**src/rtl/mem_lsu_pkg.sv**
```systemverilog
// Shared types and constants for the memory-stage load/store unit.
// Holds the FSM encoding, access-size codes, exception causes and size helpers.
package mem_lsu_pkg;

  typedef enum logic [1:0] {
    ST_IDLE = 2'd0,
    ST_REQ  = 2'd1,
    ST_WAIT = 2'd2,
    ST_DONE = 2'd3
  } lsu_state_e;

  localparam logic [2:0] F3_B  = 3'b000;
  localparam logic [2:0] F3_H  = 3'b001;
  localparam logic [2:0] F3_W  = 3'b010;
  localparam logic [2:0] F3_D  = 3'b011;
  localparam logic [2:0] F3_BU = 3'b100;
  localparam logic [2:0] F3_HU = 3'b101;
  localparam logic [2:0] F3_WU = 3'b110;

  localparam logic [3:0] CAUSE_LOAD_MISALIGN  = 4'd4;
  localparam logic [3:0] CAUSE_STORE_MISALIGN = 4'd6;

  // Size is carried in func3[1:0]; 111 falls into the doubleword case.
  function automatic logic [7:0] size_mask(input logic [1:0] sz);
    case (sz)
      2'b00:   size_mask = 8'h01;
      2'b01:   size_mask = 8'h03;
      2'b10:   size_mask = 8'h0F;
      default: size_mask = 8'hFF;
    endcase
  endfunction

  function automatic logic is_misaligned(input logic [1:0] sz, input logic [2:0] off);
    case (sz)
      2'b00:   is_misaligned = 1'b0;
      2'b01:   is_misaligned = off[0];
      2'b10:   is_misaligned = |off[1:0];
      default: is_misaligned = |off;
    endcase
  endfunction

endpackage

```
**src/rtl/mem_lsu_load_extract.sv**
```systemverilog
// Right-aligns the addressed bytes of a raw doubleword and sign/zero extends
// them according to the access size.
module load_extract
  import mem_lsu_pkg::*;
#(
  parameter int DATA_WIDTH = 64
) (
  input  logic [DATA_WIDTH-1:0] i_rdata,
  input  logic [2:0]            i_offset,
  input  logic [2:0]            i_func3,
  output logic [DATA_WIDTH-1:0] o_data
);

  logic [DATA_WIDTH-1:0] w_shifted;

  assign w_shifted = i_rdata >> {i_offset, 3'b000};

  always_comb begin
    o_data = w_shifted;
    case (i_func3)
      F3_B:  o_data = {{(DATA_WIDTH-8){w_shifted[7]}}, w_shifted[7:0]};
      F3_H:  o_data = {{(DATA_WIDTH-16){w_shifted[15]}}, w_shifted[15:0]};
      F3_W:  o_data = {{(DATA_WIDTH-32){w_shifted[31]}}, w_shifted[31:0]};
      F3_BU: o_data = {{(DATA_WIDTH-8){1'b0}}, w_shifted[7:0]};
      F3_HU: o_data = {{(DATA_WIDTH-16){1'b0}}, w_shifted[15:0]};
      F3_WU: o_data = {{(DATA_WIDTH-32){1'b0}}, w_shifted[31:0]};
      default: o_data = w_shifted;
    endcase
  end

endmodule

```
**src/rtl/mem_lsu.sv**
```systemverilog
// Memory-stage load/store unit: misalignment check, request issue to the data
// cache with valid/ready, response capture and pipeline stall control.
module mem_lsu
  import mem_lsu_pkg::*;
#(
  parameter int DATA_WIDTH = 64,
  parameter int ADDR_WIDTH = 64
) (
  input  logic                    i_clk,
  input  logic                    i_arst_n,
  input  logic                    i_mem_access,
  input  logic                    i_mem_we,
  input  logic [2:0]              i_func3,
  input  logic [ADDR_WIDTH-1:0]   i_alu_result,
  input  logic [DATA_WIDTH-1:0]   i_write_data,
  output logic                    o_req_valid,
  input  logic                    i_req_ready,
  output logic                    o_req_we,
  output logic [ADDR_WIDTH-1:0]   o_req_addr,
  output logic [DATA_WIDTH-1:0]   o_req_wdata,
  output logic [DATA_WIDTH/8-1:0] o_req_be,
  input  logic                    i_resp_valid,
  input  logic [DATA_WIDTH-1:0]   i_resp_rdata,
  output logic                    o_stall_mem,
  output logic [DATA_WIDTH-1:0]   o_load_data,
  output logic                    o_misalign,
  output logic [3:0]              o_cause,
  output logic [1:0]              o_dbg_state
);

  localparam int BE_W = DATA_WIDTH / 8;

  lsu_state_e            r_state;
  logic                  r_we;
  logic [2:0]            r_func3;
  logic [2:0]            r_off;
  logic [ADDR_WIDTH-1:0] r_addr;
  logic [DATA_WIDTH-1:0] r_wdata;
  logic [BE_W-1:0]       r_be;
  logic [DATA_WIDTH-1:0] r_load_data;

  logic                  w_mis;
  logic                  w_idle_access;
  logic                  w_start;
  logic [BE_W-1:0]       w_mask;
  logic [DATA_WIDTH-1:0] w_extracted;

  assign w_mis         = is_misaligned(i_func3[1:0], i_alu_result[2:0]);
  assign w_idle_access = (r_state == ST_IDLE) && i_mem_access;
  assign w_start       = w_idle_access && !w_mis;
  assign w_mask        = BE_W'(size_mask(i_func3[1:0]));

  load_extract #(.DATA_WIDTH(DATA_WIDTH)) u_load_extract (
    .i_rdata  (i_resp_rdata),
    .i_offset (r_off),
    .i_func3  (r_func3),
    .o_data   (w_extracted)
  );

  // Request fields are captured on entry to REQ so they stay stable while the
  // cache back-pressures, independent of the pipeline inputs.
  always_ff @(posedge i_clk) begin
    if (!i_arst_n) begin
      r_state     <= ST_IDLE;
      r_we        <= 1'b0;
      r_func3     <= 3'b000;
      r_off       <= 3'b000;
      r_addr      <= '0;
      r_wdata     <= '0;
      r_be        <= '0;
      r_load_data <= '0;
    end else begin
      case (r_state)
        ST_IDLE: begin
          if (w_start) begin
            r_we    <= i_mem_we;
            r_func3 <= i_func3;
            r_off   <= i_alu_result[2:0];
            r_addr  <= {i_alu_result[ADDR_WIDTH-1:3], 3'b000};
            r_wdata <= i_write_data << {i_alu_result[2:0], 3'b000};
            r_be    <= w_mask << i_alu_result[2:0];
            r_state <= ST_REQ;
          end
        end
        ST_REQ: begin
          if (i_req_ready) r_state <= r_we ? ST_DONE : ST_WAIT;
        end
        ST_WAIT: begin
          if (i_resp_valid) begin
            r_load_data <= w_extracted;
            r_state     <= ST_DONE;
          end
        end
        default: r_state <= ST_IDLE;
      endcase
    end
  end

  // Handshake: a request transfers on a rising edge where o_req_valid and
  // i_req_ready are both high; valid never drops and fields never change
  // before that edge. i_resp_valid is a one-cycle strobe sampled only in WAIT.
  assign o_req_valid = (r_state == ST_REQ);
  assign o_req_we    = r_we;
  assign o_req_addr  = r_addr;
  assign o_req_wdata = r_wdata;
  assign o_req_be    = r_be;
  assign o_load_data = r_load_data;
  assign o_dbg_state = r_state;

  assign o_stall_mem = (r_state == ST_REQ) || (r_state == ST_WAIT) || w_start;
  assign o_misalign  = w_idle_access && w_mis;
  assign o_cause     = !o_misalign ? 4'd0 :
                       (i_mem_we ? CAUSE_STORE_MISALIGN : CAUSE_LOAD_MISALIGN);

endmodule
```
**config.mk**
```make
export PLATFORM = sky130hd
export DESIGN_NAME = mem_lsu
export DESIGN_NICKNAME = d
export VERILOG_FILES = /design/src/rtl/mem_lsu_pkg.sv /design/src/rtl/mem_lsu_load_extract.sv /design/src/rtl/mem_lsu.sv
export SDC_FILE = /design/constraint.sdc
export NUM_CORES = 1
export LEC_CHECK = 0
export CORE_MARGIN = 3
export CORE_UTILIZATION = 45
export CTS_CLUSTER_SIZE = 25
export DETAILED_ROUTE_END_ITERATION = 12
export PLACE_DENSITY = 0.92
export SLEW_MARGIN = 20
export SYNTH_ARGS = -nofsm -noshare
export SYNTH_HDL_FRONTEND = slang
export SYNTH_SLANG_ARGS = --single-unit
export TNS_END_PERCENT = 5
```
**constraint.sdc**
```tcl
create_clock -name i_clk -period 2.8 [get_ports i_clk]
set_input_delay 0.28 -clock i_clk [delete_from_list [all_inputs] [get_ports i_clk]]
set_output_delay 0.28 -clock i_clk [all_outputs]
set_load 0.02 [all_outputs]
```
==> reports/metrics.yaml <==
grt_pass1_vias: 11160
power_density_mw_per_mm2: 621.2
cts-root-buf: "clkbuf_16"
yosysSeqAreaShare_pct: 37.58
synth_area_leaders: "dfxtp_1 (38%), mux2i_1 (8.8%), nand2_1 (6.7%)"
synthesis.area_mm2: 0.01097
skew_ps: 13.18
fmax_ghz: 0.3699
startpoint_type: "flop"
hold_class: "input pin to flop"
synth_edf_count: 0
r2r-end: "o_load_data[55]"
rsz0062_at_grt: "no"
clk_path_buf_depth: 3
slew_violations: 0
synth-main-ff-cell: "dfxtp_1"
finalCriticalPeriod_ps: 2704
worstPathArrival_ps: 2420
vias: 11450
coreArea_mm2: 0.02375
cts_tree: "yes"
grt_max_degree: 98
ctsHoldBuffers: 0
rows: 56
synthDominantCellAreaShare_pct: 37.58
leakage_nw: 5.980
drt_drc_violations_left: 0
endpoint: "o_cause[1]"
pre_cts_ws_ps: 47.24
multi_input_area_mm2: 0.006276
hpwl_mm: 30.40
cap_violations: 0
worst_slew_pin_slew_ps: 897.0
vias_per_cell: 5.953
required_ps: 2520
endpoint_kind: "output pin"
setup.worst_path.start: "o_dbg_state[0]"
port_buffers: 405
holdWs_ps: 326.4
dieArea_mm2: 0.02630
reg2reg_slack_ps: 250
area_delta_synth_final_pct: 45.83
clk_pin_slew_ps: 60
h-tree-depth: 1
peakVddDrop_mv: 0.4740
pin_count: 411
ys_ff_latch: 206
rr_worst_depth: 6
cts_made_buffers: 23
yosysMostFrequentCell: "dfxtp_1"
drtIter0Drc: 1312
yosysWarnings: 0
setup_slack_ps: 96.38
die_h_um: 162.2
grt_overflow_total: 0
wl_mm: 42.09
drive_gt1_share_pct: 7.975
finalSetupViolCount: 0
final_net_count: 1795
regArea_mm2: 0.004126
ys_top_cells_by_count: "dfxtp_1 (206), nand2_1 (197), mux2i_1 (96), clkbuf_1 (75), nor2_1 (66)"
place.gp.congestion: 0.9745
critPathKind: "flop to output pin"
r2r_start: "r_off[1]"
die_w_um: 162.2
clock-sinks: 206
ant_nets: 0
design_area_mm2: 0.01600
yosysTopAreaCell: "dfxtp_1"
worstPathMaxFanout: 5
gr-usage-all-layers_pct: 30.47
diodes: 0
final_core_util_pct: 67.38
avgSynthCellArea_um2: 8.793
synthCells: 1248
wl_per_cell_um: 21.88
async_flop_share_pct: 0
antenna_found_initial: 1
grt_pass1_wl_mm: 64.03
status: "finished, final reports clean"
fin_setup_tns_ps: 0
clock_latency_ps: 510
placed_area_mm2: 0.01524
synth.distinct_cells: 55
relSlewSlack_pct: 39.70
hold_violations: 0
min_period_over_period_pct: 96.56
initial_utilization_pct: 46.20
fillers: 1830
dr.pass1.iters: 5
-- stage by stage --
| step | std cells | total power, mW |
|---|---|---|
| after global placement | 1884 | 6.799 |
| after detailed placement | 1884 | 6.871 |
| after CTS | 1924 | 9.942 |
| final | 1924 | 9.941 |
| after floorplan | 1252 | 5.342 |
| after global routing | 1924 | 10.32 |
-- registers in the layout (all words and copies together) (netlist names) --
name / cells
o_req_wdata: 64
o_req_we: 1
o_load_data: 64
o_req_addr: 61
r_off: 3
o_req_be: 8
r_func3: 3
o_dbg_state: 2
-- power by group --
part	internal [mW]	total (mW)	switching, mW	leakage [nW]
Sequential	3.27	3.52	0.242	1.67
Combinational	1.51	3.36	1.85	3.92
Clock	1.85	3.07	1.22	0.382
-- logic make-up after synthesis --
kind of cell,share of synthesized area [%]
buffers and inverters,5.632
DFF,37.58
adders and majority gates,0.4561
other,0.03417
and+or+nand+nor,16.85
AOI/OAI and AO/OA,24.30
muxes,15.15
-- metal layers --
metal,up-vias,track usage [%],part of all wire [%]
met1,5395,36.38,37
met3,163,7.804,10
met2,719,51.03,47
li1,5174,-,-
met4,2,15.08,5.9
met5,-,0,0.031
-- area by class of cell --
type                       instances  area share, %
multi-input combinational        909          39.22
timing repair buffer             442          27.55
sequential                       206          25.78
clock buffer                      32          4.183
tap                              319          2.494
clock inverter                     8         0.5863
inverter                           8         0.1876
-- timing repair --
action,in CTS,in global routing
endpoints found under the hold margin,0,0
gates resized for setup,1,0
setup buffers,0,0
endpoints found under the setup margin,1,0
-- layout by cell type (no fill, tap or decap), types with 11 or more instances in the layout --
| cell | Yosys | routed |
|---|---|---|
| clkdlybuf4s50_1 | 0 | 402 |
| buf_4 | 11 | 32 |
| nand2b_1 | 17 | 17 |
| mux4_2 | 23 | 23 |
| a21boi_0 | 56 | 56 |
| a31oi_1 | 17 | 17 |
| a21boi_1 | 23 | 23 |
| nor2b_1 | 58 | 57 |
| o21ai_0 | 44 | 44 |
| and2_1 | 16 | 15 |
| a211oi_1 | 25 | 25 |
| nor3_1 | 11 | 11 |
| clkbuf_16 | 0 | 23 |
| nand2_1 | 197 | 197 |
| mux2_2 | 15 | 15 |
| a22oi_1 | 14 | 14 |
| nand3_1 | 17 | 17 |
| a211o_1 | 13 | 13 |
| o221a_1 | 25 | 25 |
| o211ai_1 | 15 | 15 |
| a21oi_1 | 65 | 65 |
| o211a_1 | 31 | 31 |
| mux2i_1 | 96 | 96 |
| dfxtp_1 | 206 | 204 |
| nor2_1 | 66 | 65 |
-- critical path: stages, from the launching register on --
cell	delay, ps
dfxtp_1	350
inv_1	100
ha_1	260
nand2_1	200
nor2b_2	240
and2_1	160
clkdlybuf4s50_1	610
-- how the worst min path moves through the flow --
stage | startpoint | slack, ps | depth (start not counted) | end
CTS | i_alu_result[60] | 310 | 3 | o_req_addr[60]
global route | i_alu_result[17] | 330 | 3 | o_req_addr[17]
detailed placement | o_req_addr[52] | 450 | 2 | o_req_addr[52]
floorplan | i_alu_result[46] | 410 | 2 | o_req_addr[46]
finish | i_alu_result[60] | 330 | 3 | o_req_addr[60]
global placement | o_req_addr[60] | 440 | 2 | o_req_addr[60]
(Power assumes the default switching activity.)
